`src/rtl/filereg_stream_arbiter_if.sv`:
```
// FileReg multi-channel stream bundle: NumChannels subordinate streams in, one manager stream out.
interface filereg_stream_arbiter_if #(
    parameter int unsigned DataSize    = 32,
    parameter int unsigned NumChannels = 4
) ();
    localparam int unsigned ChIdSize = $clog2(NumChannels);

    logic [NumChannels-1:0]          s_valid;
    logic [NumChannels-1:0]          s_ready;
    logic [NumChannels*DataSize-1:0] s_data;
    logic [NumChannels-1:0]          s_last;

    logic                            m_valid;
    logic                            m_ready;
    logic [DataSize-1:0]             m_data;
    logic                            m_last;
    logic [ChIdSize-1:0]             m_channel;

    // Arbiter side: accepts the channel streams, drives the merged stream.
    modport slave (
        input  s_valid, s_data, s_last, m_ready,
        output s_ready, m_valid, m_data, m_last, m_channel
    );

    // Environment side: sources the channel streams, sinks the merged stream.
    modport master (
        output s_valid, s_data, s_last, m_ready,
        input  s_ready, m_valid, m_data, m_last, m_channel
    );
endinterface

```
`src/rtl/filereg_stream_arbiter.sv`:
```
// Merges NumChannels FileReg streams into one, forwarding whole packets per
// channel with packet-locked round-robin arbitration and per-channel FIFOs.
module filereg_stream_arbiter #(
    parameter int unsigned DataSize    = 32,
    parameter int unsigned NumChannels = 4,
    parameter int unsigned FifoDepth   = 4
) (
    input  logic                    clk,
    input  logic                    rst,
    filereg_stream_arbiter_if.slave bus
);
    localparam int unsigned ChIdSize  = $clog2(NumChannels);
    localparam int unsigned CntSize   = $clog2(FifoDepth) + 1;
    localparam int unsigned PtrSize   = $clog2(FifoDepth);
    localparam int unsigned EntrySize = DataSize + 1;

    typedef enum logic {
        ST_IDLE,
        ST_LOCKED
    } state_t;

    // Per-channel FIFO storage; entry = {last, data}
    logic [EntrySize-1:0] mem_q    [NumChannels][FifoDepth];
    logic [PtrSize-1:0]   wr_ptr_q [NumChannels];
    logic [PtrSize-1:0]   rd_ptr_q [NumChannels];
    logic [CntSize-1:0]   count_q  [NumChannels];

    state_t               state_q;
    logic [ChIdSize-1:0]  grant_q;
    logic [ChIdSize-1:0]  last_grant_q;

    logic [NumChannels-1:0] s_ready_c;
    logic [NumChannels-1:0] push_c;
    logic [NumChannels-1:0] pop_c;
    logic                   any_c;
    logic [ChIdSize-1:0]    next_grant_c;
    logic [EntrySize-1:0]   head_c;
    logic                   m_valid_c;
    logic                   pop_last_c;

    // Input acceptance: ready while the channel FIFO has room and reset is released
    always_comb begin
        s_ready_c = '0;
        push_c    = '0;
        for (int unsigned i = 0; i < NumChannels; i++) begin
            s_ready_c[i] = !rst && (count_q[i] != CntSize'(FifoDepth));
            push_c[i]    = bus.s_valid[i] && s_ready_c[i];
        end
    end

    // Round-robin search starting just after the channel served last
    always_comb begin
        any_c        = 1'b0;
        next_grant_c = last_grant_q;
        for (int unsigned k = 1; k <= NumChannels; k++) begin
            logic [ChIdSize-1:0] cand;
            cand = ChIdSize'((32'(last_grant_q) + k) % NumChannels);
            if (!any_c && (count_q[cand] != '0)) begin
                any_c        = 1'b1;
                next_grant_c = cand;
            end
        end
    end

    // Head of the granted FIFO and output handshake decode
    always_comb begin
        head_c     = mem_q[grant_q][rd_ptr_q[grant_q]];
        m_valid_c  = (state_q == ST_LOCKED) && (count_q[grant_q] != '0);
        pop_last_c = m_valid_c && bus.m_ready && head_c[DataSize];
        pop_c      = '0;
        for (int unsigned i = 0; i < NumChannels; i++) begin
            if (grant_q == ChIdSize'(i)) begin
                pop_c[i] = m_valid_c && bus.m_ready;
            end
        end
    end

    // Output bus is forced to zero whenever no word is offered
    assign bus.s_ready   = s_ready_c;
    assign bus.m_valid   = m_valid_c;
    assign bus.m_data    = m_valid_c ? head_c[DataSize-1:0] : '0;
    assign bus.m_last    = m_valid_c ? head_c[DataSize] : 1'b0;
    assign bus.m_channel = m_valid_c ? grant_q : '0;

    // FIFO payload write; contents need no reset since count gates every read
    always_ff @(posedge clk) begin
        for (int unsigned i = 0; i < NumChannels; i++) begin
            if (push_c[i]) begin
                mem_q[i][wr_ptr_q[i]] <= {bus.s_last[i], bus.s_data[i*DataSize +: DataSize]};
            end
        end
    end

    // FIFO pointers and occupancy; pointers wrap naturally at power-of-2 depth
    always_ff @(posedge clk or posedge rst) begin
        if (rst) begin
            for (int unsigned i = 0; i < NumChannels; i++) begin
                wr_ptr_q[i] <= '0;
                rd_ptr_q[i] <= '0;
                count_q[i]  <= '0;
            end
        end else begin
            for (int unsigned i = 0; i < NumChannels; i++) begin
                if (push_c[i]) begin
                    wr_ptr_q[i] <= wr_ptr_q[i] + PtrSize'(1);
                end
                if (pop_c[i]) begin
                    rd_ptr_q[i] <= rd_ptr_q[i] + PtrSize'(1);
                end
                case ({push_c[i], pop_c[i]})
                    2'b10:   count_q[i] <= count_q[i] + CntSize'(1);
                    2'b01:   count_q[i] <= count_q[i] - CntSize'(1);
                    default: count_q[i] <= count_q[i];
                endcase
            end
        end
    end

    // Packet-locked arbiter: grant holds until the last word of the packet pops
    always_ff @(posedge clk or posedge rst) begin
        if (rst) begin
            state_q      <= ST_IDLE;
            grant_q      <= '0;
            last_grant_q <= ChIdSize'(NumChannels - 1);
        end else begin
            case (state_q)
                ST_IDLE: begin
                    if (any_c) begin
                        grant_q <= next_grant_c;
                        state_q <= ST_LOCKED;
                    end
                end
                ST_LOCKED: begin
                    if (pop_last_c) begin
                        last_grant_q <= grant_q;
                        state_q      <= ST_IDLE;
                    end
                end
                default: state_q <= ST_IDLE;
            endcase
        end
    end
endmodule

```
`src/flat_wrapper.sv`:
```
// flat-port wrapper written by rule: the top's interface ports become plain ports
module filereg_stream_arbiter_flat 
#(
    parameter int unsigned DataSize    = 32,
    parameter int unsigned NumChannels = 4,
    parameter int unsigned FifoDepth   = 4
)
  (clk, rst, bus_s_valid, bus_s_data, bus_s_last, bus_m_ready, bus_s_ready, bus_m_valid, bus_m_data, bus_m_last, bus_m_channel);
  filereg_stream_arbiter_if #(.DataSize(DataSize), .NumChannels(NumChannels)) bus_i ();
  input  logic clk;
  input  logic rst;
  input wire logic [$bits(bus_i.s_valid)-1:0] bus_s_valid;
  input wire logic [$bits(bus_i.s_data)-1:0] bus_s_data;
  input wire logic [$bits(bus_i.s_last)-1:0] bus_s_last;
  input wire logic [$bits(bus_i.m_ready)-1:0] bus_m_ready;
  output wire logic [$bits(bus_i.s_ready)-1:0] bus_s_ready;
  output wire logic [$bits(bus_i.m_valid)-1:0] bus_m_valid;
  output wire logic [$bits(bus_i.m_data)-1:0] bus_m_data;
  output wire logic [$bits(bus_i.m_last)-1:0] bus_m_last;
  output wire logic [$bits(bus_i.m_channel)-1:0] bus_m_channel;
  assign bus_i.s_valid = bus_s_valid;
  assign bus_i.s_data = bus_s_data;
  assign bus_i.s_last = bus_s_last;
  assign bus_i.m_ready = bus_m_ready;
  assign bus_s_ready = bus_i.s_ready;
  assign bus_m_valid = bus_i.m_valid;
  assign bus_m_data = bus_i.m_data;
  assign bus_m_last = bus_i.m_last;
  assign bus_m_channel = bus_i.m_channel;
  filereg_stream_arbiter #(.DataSize(DataSize), .NumChannels(NumChannels), .FifoDepth(FifoDepth)) u_core (.clk(clk), .rst(rst), .bus(bus_i));
endmodule
```
`config.mk`:
```
export PLATFORM = sky130hd
export DESIGN_NAME = filereg_stream_arbiter_flat
export DESIGN_NICKNAME = d
export VERILOG_FILES = /design/src/rtl/filereg_stream_arbiter_if.sv /design/src/rtl/filereg_stream_arbiter.sv /design/src/flat_wrapper.sv
export SDC_FILE = /design/constraint.sdc
export NUM_CORES = 1
export LEC_CHECK = 0
export CORE_UTILIZATION = 50
export CTS_CLUSTER_DIAMETER = 200
export DETAILED_ROUTE_END_ITERATION = 10
export GPL_TIMING_DRIVEN = 0
export PLACE_DENSITY_LB_ADDON = 0.15
export RECOVER_POWER = 100
export SYNTH_ARGS = -nofsm -noshare
export SYNTH_HDL_FRONTEND = slang
export SYNTH_SLANG_ARGS = --single-unit
```
`constraint.sdc`:
```
create_clock -name clk -period 2.7 [get_ports clk]
set_input_delay 0.81 -clock clk [delete_from_list [all_inputs] [get_ports clk]]
set_output_delay 0.81 -clock clk [all_outputs]
set_load 0.02 [all_outputs]
```
# After elaboration in Yosys (flattened, before gate mapping)
# Memories as Yosys holds them, arrays and structs flattened.
# Cells that the tools add are included.
# classes
reduce_logical,34
n_mux,59
magnitude_cmp,14
n_addsub,20
bitwise_logic,11
n_eq_ne,15
# ops
operator,count
two-way mux 132 bit,4
demux 33 bit (select 2 bit),4
two-way mux 33 bit,6
binary-select mux 33 bit (select 2 bit),1
two-way mux 32 bit,1
binary-select mux 3 bit (select 2 bit),5
>= comparator 3 bit (second input constant),10
two-way mux 3 bit,10
inverter 2 -> 3 bit,10
one-hot mux 3 bit (2 select lines),4
adder 2 x 1 -> 2 bit (second input constant),10
logical AND 1 bit,18
two-way mux 1 bit,15
nonzero test 3 bit,5
two-way mux 2 bit,7
adder 3 x 1 -> 3 bit (second input constant),4
equality test 2 bit (second input constant),6
less-than comparator 3 x 1 -> 1 bit (second input constant),4
inequality test 3 bit (second input constant),4
subtractor 3 x 1 -> 3 bit (second input constant),4
equality test 2 x 1 -> 1 bit (second input constant),5
nonzero test 2 bit,4
adder 2 bit (second input constant),2
binary-select mux 2 bit (select 2 bit),1
5 further kinds,9
# totals
mem_count,1
ram_bits,528
register_bits,33
# mem_list
memory,depth,word_bits,rd,rd_ports_with_merged_regs,wr,line_no,source
u_core.mem_q,4,132,1,0,4,filereg_stream_arbiter.sv:23,logic [EntrySize-1:0] mem_q [NumChannels][FifoDepth];

# Depth between registers and ports, before layout
# Gate-level depths: netlist (run 1).
# depth
depth_word,18
depth_mapped,12

# Worst setup path after synthesis (run 1)
# No wires, ideal clock.
# synth_timing
kind,register to output
startpoint,register u_core.grant_q[0]
endpoint,output port bus_m_data[10]
setup_slack_ps,-203
t_arrival_ps,2093
stages_incl_launch_ff,7
cell_sequence,dfrtp_1 -> buf_6 -> mux4_2 -> buf_6 -> buf_6 -> mux2i_1 -> a211oi_1
# synth_via
elab_chain_len,9
# synth_lines
element,line_no,source
"start, declared",filereg_stream_arbiter.sv:29,logic [ChIdSize-1:0] grant_q;
"start signal, assigned",filereg_stream_arbiter.sv:129,grant_q <= next_grant_c;
inverter 2 -> 3 bit (implied by the code),"filereg_stream_arbiter.sv:67, filereg_stream_arbiter.sv:68",
binary-select mux 2 bit (select 2 bit),filereg_stream_arbiter.sv:67,head_c = mem_q[grant_q][rd_ptr_q[grant_q]];
two-way mux 2 bit (implied by the code) (2 in series),filereg_stream_arbiter.sv:67,
inverter 2 -> 3 bit (implied by the code),filereg_stream_arbiter.sv:67,
binary-select mux 33 bit (select 2 bit),filereg_stream_arbiter.sv:67,
two-way mux 33 bit (implied by the code) (2 in series),filereg_stream_arbiter.sv:67,
two-way mux 32 bit (*),filereg_stream_arbiter.sv:81,assign bus.m_data = m_valid_c ? head_c[DataSize-1:0] : '0;
"end, declared",flat_wrapper.sv:18,output wire logic [$bits(bus_i.m_data)-1:0] bus_m_data;
# Mark *: on every way between the ends. The rest lies on a longest branch, timed or not. The select of a mux whose other input is x is not followed.

# Worst setup path in the final report (run 1)
# layout_timing
startpoint,register u_core.grant_q[0]
endpoint,output port bus_m_data[19]
# The elaborated chain is that of the path after synthesis.

==> impl_metrics.py, run 1 <==
metrics = {
    "logic_synthesis": {
        "synthFlopType": "edfxtp_1",
        "ys_types": 44,
        "syn_nets": 1197,
        "synth_area_leaders": "edfxtp_1, mux4_2, dfrtp_1, a211oi_1, mux2i_1",
        "async_flop_share_pct": 5.88,
        "synth_area_per_cell_um2": 21.6,
        "yosysTopAreaCell": "edfxtp_1",
        "ys_warn_count": 0,
        "ys_seq_elements": 561,
        "syn-instance-count": 1034,
        "yosysSeqAreaShare_pct": 74.7,
        "synth-edff-count": 528,
        "synth_area_um2": 22300,
        "yosysTopAreaCellShare_pct": 71.0,
    },
    "sta": {
        "clock.fmax_ghz": 0.276,
        "finalSetupTns_ns": -30.09,
        "rsz0062_at_grt": "true",
        "finalClockSkew_ns": 0.0134,
        "worst_slack_ns": -0.920,
        "finalSetupViolCount": 44,
        "period_minus_slack_ns": 3.62,
        "hold_ws_ns": 0.453,
        "tightest_slew_ns": 1.23,
        "finalHoldViolCount": 0,
        "slew_viol_final": 0,
        "min_period_over_period_pct": 134,
        "relSlewSlack_pct": 18.2,
    },
    "placed_design": {
        "routabilityCongestion": 0.788,
        "dp_hpwl_um": 36300,
        "io_buffers": 178,
        "numPlacedInstances": 1820,
    },
    "clock_network": {
        "cts.sinks": 561,
        "clockBufferDepth": 3,
        "numCtsBuffers": 54,
        "cts_tree": "yes",
        "hold_buffers": 0,
        "htreeDepth": 2,
        "cts-root-buf": "clkbuf_16",
        "clk_pin_slew_ns": 0.06,
        "clkLatencyLatePin_ns": 0.60,
    },
    "flow_run": {
        "cap_viol_max_count": 0,
    },
    "drt": {
        "m1WireLength_um": 24900,
        "routed_wl_um": 61200,
        "drt_pass1_iterations": 5,
        "drc": 0,
        "ant_nets": 0,
        "via_count": 11900,
        "wl_met3_um": 4360,
        "drt-initial-drc-count": 1211,
        "wl_met2_um": 30600,
        "wl_per_cell_um": 31.1,
        "via_per_inst": 6.03,
        "highest_layer": "met4",
    },
    "run_status": {
        "outcome": "complete, but fails checks",
        "violations": "setup timing",
    },
    "die": {
        "dieArea_um2": 45500,
        "core_area_um2": 44100,
        "rows": 77,
        "dieHeight_um": 213,
        "start_util_pct": 50.6,
        "io_pins": 179,
        "die_width_um": 213,
    },
    "global_route": {
        "grt_pass1_wl_um": 84000,
        "overflow": 0,
        "track_usage_pct": 27.0,
        "grt_max_degree": 34,
        "grt_pass1_vias": 12300,
        "grt_antenna_before_repair": 2,
    },
    "finish": {
        "drive_gt1_share_pct": 37.7,
        "regArea_um2": 16700,
        "num-fill-cells": 3022,
        "area_growth_pct": 28.8,
        "final_util_pct": 65.2,
        "finalNetCount": 1496,
        "stdcell_count": 1968,
        "multi_input_area_um2": 6070,
    },
    "power": {
        "cellLeakagePower_nw": 9.70,
        "ir_worst_vdd_mv": 1.17,
        "power_density_nw_per_um2": 1280,
    },
    "critical_path": {
        "cp_top_family": "buffers and inverters",
        "crit_required_ns": 1.89,
        "cpMostUsedCell": "buf_4",
        "path_class": "flop to primary output",
        "crit_path_max_incr_delay_ns": 0.42,
        "crit_fanout": 10,
        "arrival_ns": 2.81,
        "crit_slowest_cell": "dfrtp_1",
        "path_cells": "buf_4 -> mux4_2 -> buf_4 -> buf_4 -> a211oi_2 -> a211oi_2 -> buf_4",
        "path_buf_inv": 4,
        "cp-end-kind": "primary output",
        "cp-start-kind": "flop",
    },
    "min_path": {
        "hold_class": "primary input to asynchronous set/reset pin",
    },
}
layout by cell type (no fill, tap or decap), types with 12 or more instances in the layout:
cell | netlist | routed
inv_1 | 14 | 13
ha_1 | 20 | 17
clkinv_2 | 0 | 13
clkbuf_16 | 0 | 70
edfxtp_1 | 528 | 528
buf_12 | 0 | 21
buf_6 | 14 | 32
nor2b_4 | 0 | 12
a211oi_2 | 1 | 45
dlygate4sd3_1 | 0 | 132
buf_4 | 5 | 59
a211oi_4 | 1 | 22
mux2i_1 | 35 | 20
mux4_2 | 133 | 134
dfrtp_1 | 31 | 28
cells in the mapped netlist (2+ instances only):
master / count
mux4_2: 133
nand2_1: 11
fa_1: 4
nor2_1: 12
xor2_1: 11
clkbuf_1: 11
ha_1: 20
nor2b_1: 32
mux2i_1: 35
nor4b_2: 2
a21oi_1: 8
buf_2: 23
edfxtp_1: 528
or3_1: 4
mux2_4: 2
inv_1: 14
buf_6: 14
nor3_2: 2
and2_1: 6
dfrtp_1: 31
xnor2_1: 13
nor3_1: 4
dfstp_2: 2
buf_4: 5
mux2_2: 5
o21ai_0: 4
and3_1: 17
a211oi_1: 65
metal layers:
metal  vias to the layer above  track usage (%)
li1                       4888                -
met1                      6345             38.0
met2                       533             44.1
met3                        98             4.17
met4                         0             8.08
met5                         -                0
per-stage QoR:
step	instance area (um2)	setup slack, ns	power (mW)
floorplan	22600	-0.0655	20.0
global placement	25100	-1.75	25.0
detailed placement	25400	-1.35	25.2
CTS	28000	-0.952	34.9
global route	28800	-1.00	38.1
finish	28800	-0.920	36.8
kinds of logic after synthesis:
logic type               share of synthesized area (%)
AND/OR/NAND/NOR                                   2.78
XOR/XNOR                                         0.941
buffers and inverters                             1.83
adder cells (fa/ha/maj)                           1.48
flip-flops                                        74.7
multiplexers                                      15.5
AO/OA/AOI/OAI                                     2.79
state kept, by name (all words and copies together), names as in the netlist:
| signal | flops |
|---|---|
| u_core.grant_q | 2 |
| u_core.state_q | 1 |
| u_core.count_q | 12 |
| u_core.wr_ptr_q | 8 |
| u_core.mem_q | 528 |
| u_core.rd_ptr_q | 8 |
| u_core.last_grant_q | 2 |
worst reg2reg max path, stage by stage, from the launching register on:
cell	delay (ns)
dfrtp_1	0.42
buf_12	0.15
buf_12	0.13
clkbuf_16	0.16
a211oi_4	0.30
a211oi_4	0.10
buf_4	0.16
clkbuf_16	0.14
buf_6	0.11
nor4b_4	0.27
ha_2	0.25
fa_2	0.42
mux2_4	0.27
final timing paths:
path,startpoint,end,slack [ns],cells after the start
max,u_core.grant_q[0],bus_m_data[19],-0.92,7
min,rst,u_core.rd_ptr_q[6],0.45,2
max reg2reg,u_core.grant_q[0],u_core.count_q[10],-0.29,12
min reg2reg,u_core.rd_ptr_q[7],u_core.rd_ptr_q[7],0.48,1
max in group asynchronous,rst,u_core.count_q[4],0.87,3
min in group clk,u_core.rd_ptr_q[7],u_core.rd_ptr_q[7],0.48,1
area by class of cell:
cell class,count,share of cell area (%)
Antenna cell,1,0.00870
Buffer,53,2.82
Clock buffer,65,5.06
Clock inverter,33,1.01
Inverter,15,0.204
Multi-Input combinational cell,405,21.1
Sequential cell,561,58.0
Tap cell,592,2.58
Timing Repair Buffer,243,9.19
timing repair:
action / 4_1_cts / 5_1_grt
setup buffers: 15 / 22
gates cloned: 2 / 13
gates resized for setup: 372 / 100
pin swaps: 24 / 40
setup endpoints to repair: 46 / 44
power breakdown:
part           total (mW)  switching (mW)  internal (mW)
Combinational        18.1            9.49           8.65
Sequential           11.2           0.490           10.7
Clock                7.51            3.20           4.31
Total                36.8            13.2           23.6
Power figures use the tool's default switching activity.
==> run 2: changes to the inputs <==
Settings changed: MAX_ROUTING_LAYER set to met4.
==> run 2 against run 1 <==
The flow still finishes with violations (setup timing). Power decreased by 1.3%. Critical path type unchanged. Clock skew about the same. Largest power group unchanged. Sequential power about the same. Critical path depth increased by 2. Register-to-register slack about the same. Non-clock buffer count decreased by 4. Core utilization decreased by 0.54 points. Flip-flop and latch count unchanged. Highest routed layer unchanged. Clock power about the same. Cell count decreased by 0.20%. Sequential share of layout area increased by 0.49 points.
==> impl_metrics.py, run 2 (same netlist as run 1, synthesis figures left out) <==
metrics = {
    "die": {
        "die_width_um": 213,
        "io_pins": 179,
        "start_util_pct": 50.6,
        "dieHeight_um": 213,
        "rows": 77,
        "dieArea_um2": 45500,
        "core_area_um2": 44100,
    },
    "power": {
        "ir_worst_vdd_mv": 1.08,
        "finalPower_mw": 36.3,
        "power_density_nw_per_um2": 1270,
        "cellLeakagePower_nw": 9.60,
    },
    "finish": {
        "final_cell_mix": "edfxtp_1, mux4_2, dlygate4sd3_1",
        "finalNetCount": 1492,
        "layout_commonest_cell": "edfxtp_1",
        "final_util_pct": 64.6,
        "area_growth_pct": 27.7,
        "drive_gt1_share_pct": 36.8,
        "largest_register_ffs": 528,
    },
    "clock_network": {
        "htreeDepth": 2,
        "clockBufferDepth": 3,
        "hold_buffers": 0,
        "numCtsBuffers": 54,
        "clk_pin_slew_ns": 0.06,
        "cts-root-buf": "clkbuf_16",
        "cts.sinks": 561,
        "clkLatencyLatePin_ns": 0.61,
        "cts_tree": "yes",
    },
    "global_route": {
        "grt_pass1_wl_um": 84000,
        "grt_antenna_before_repair": 2,
        "grt_max_degree": 34,
        "track_usage_pct": 27.8,
        "overflow": 0,
        "grt_pass1_vias": 12300,
    },
    "drt": {
        "routed_wl_um": 61300,
        "highest_layer": "met4",
        "ant_nets": 0,
        "drt_pass1_iterations": 6,
        "wl_met2_um": 30400,
        "drt-initial-drc-count": 1192,
        "wl_met3_um": 4690,
        "drc": 0,
        "via_count": 11900,
        "m1WireLength_um": 24600,
        "via_per_inst": 6.06,
        "wl_per_cell_um": 31.2,
    },
    "sta": {
        "slew_viol_final": 0,
        "rsz0062_at_grt": "true",
        "finalSetupViolCount": 45,
        "finalHoldViolCount": 0,
        "worst_slack_ns": -0.939,
        "finalClockSkew_ns": 0.0137,
        "min_period_over_period_pct": 135,
        "clock.fmax_ghz": 0.275,
        "relSlewSlack_pct": 16.8,
        "period_minus_slack_ns": 3.64,
        "tightest_slew_ns": 1.25,
    },
    "placed_design": {
        "io_buffers": 178,
        "dp_hpwl_um": 36300,
        "routabilityCongestion": 0.799,
    },
    "critical_path": {
        "crit_required_ns": 1.89,
        "path_cells": "buf_12 -> mux4_2 -> buf_8 -> clkbuf_16 -> buf_4 -> nor2b_2 -> a211oi_2 -> a211oi_2 -> buf_4",
        "path_buf_inv": 5,
        "r2r-start": "u_core.grant_q[0]",
        "cp-end-kind": "primary output",
        "crit_fanout": 6,
        "crit_slowest_cell": "mux4_2",
        "cp_top_family": "buffers and inverters",
        "path_class": "flop to primary output",
        "crit_path_max_incr_delay_ns": 0.65,
        "cp-start-kind": "flop",
        "arrival_ns": 2.83,
        "r2r_slack_ns": -0.30,
        "reg2regPathDepth": 12,
        "r2r-end": "u_core.count_q[10]",
    },
    "run_status": {
        "violations": "setup timing",
        "outcome": "complete, but fails checks",
    },
    "flow_run": {
        "cap_viol_max_count": 0,
    },
    "min_path": {
        "hold_class": "primary input to asynchronous set/reset pin",
    },
}
-- run 2: cell count changes in the layout (fill, tap and decap cells not counted), moves of 3 or more --
cell | before | now
buf_12 | 21 | 16
buf_2 | 1 | 4
nor2b_4 | 12 | 9
nor2b_2 | 11 | 14
buf_4 | 59 | 56
clkbuf_1 | 10 | 13
-- run 2: report_power, final --
group	internal (mW)	total (mW)	switching, mW
clock	4.31	7.51	3.21
sequential	10.7	11.2	0.485
combinational	8.27	17.7	9.38
total	23.3	36.3	13.1
-- run 2: per-stage QoR --
step / cells / setup TNS (ns) / setup slack [ns] / hold slack, ns / instance area (um2)
detailed placement: 1820 / -163.34 / -1.35 / 0.454 / 25400
global placement: 1804 / -865.03 / -1.75 / 0.450 / 25100
CTS: 1935 / -29.97 / -0.952 / 0.471 / 28000
floorplan: 1034 / -1.43 / -0.0655 / 0.436 / 22600
finish: 1964 / -30.56 / -0.939 / 0.444 / 28500
global route: 1963 / -37.89 / -0.996 / 0.476 / 28500
-- run 2: repair_timing --
action,CTS,global route
endpoints found under the setup margin,46,44
resized for setup,372,93
pin swaps,24,32
setup buffers,15,20
gates cloned,2,11
-- run 2: worst max-delay path by stage --
stage / endpoint / startpoint / slack [ns] / cells past startpoint
4_1_cts: bus_m_data[2] / u_core.grant_q[0] / -0.95 / 6
3_3_place_gp: u_core.mem_q[1][83] / rst / -1.75 / 3
5_1_grt: bus_m_data[19] / u_core.grant_q[0] / -1.0 / 8
6_report: bus_m_data[13] / u_core.grant_q[0] / -0.94 / 9
3_5_place_dp: bus_m_data[19] / u_core.grant_q[1] / -1.35 / 7
2_1_floorplan: bus_m_data[0] / u_core.grant_q[0] / -0.07 / 4
-- run 2: per-layer routing --
layer  vias up  GRT usage (%)
met2       580           44.1
met1      6326           37.9
met3       123           4.17
met5         -              -
met4         0           8.23
li1       4865              -
-- run 2: area by class of cell --
class | instances | area [um2]
Sequential cell | 561 | 16700
Clock inverter | 33 | 292
Antenna cell | 1 | 2.50
Timing Repair Buffer | 239 | 2500
Fill cell | 3055 | 15600
Multi-Input combinational cell | 405 | 5990
Clock buffer | 65 | 1460
Buffer | 53 | 791
Inverter | 15 | 58.8
Tap cell | 592 | 741
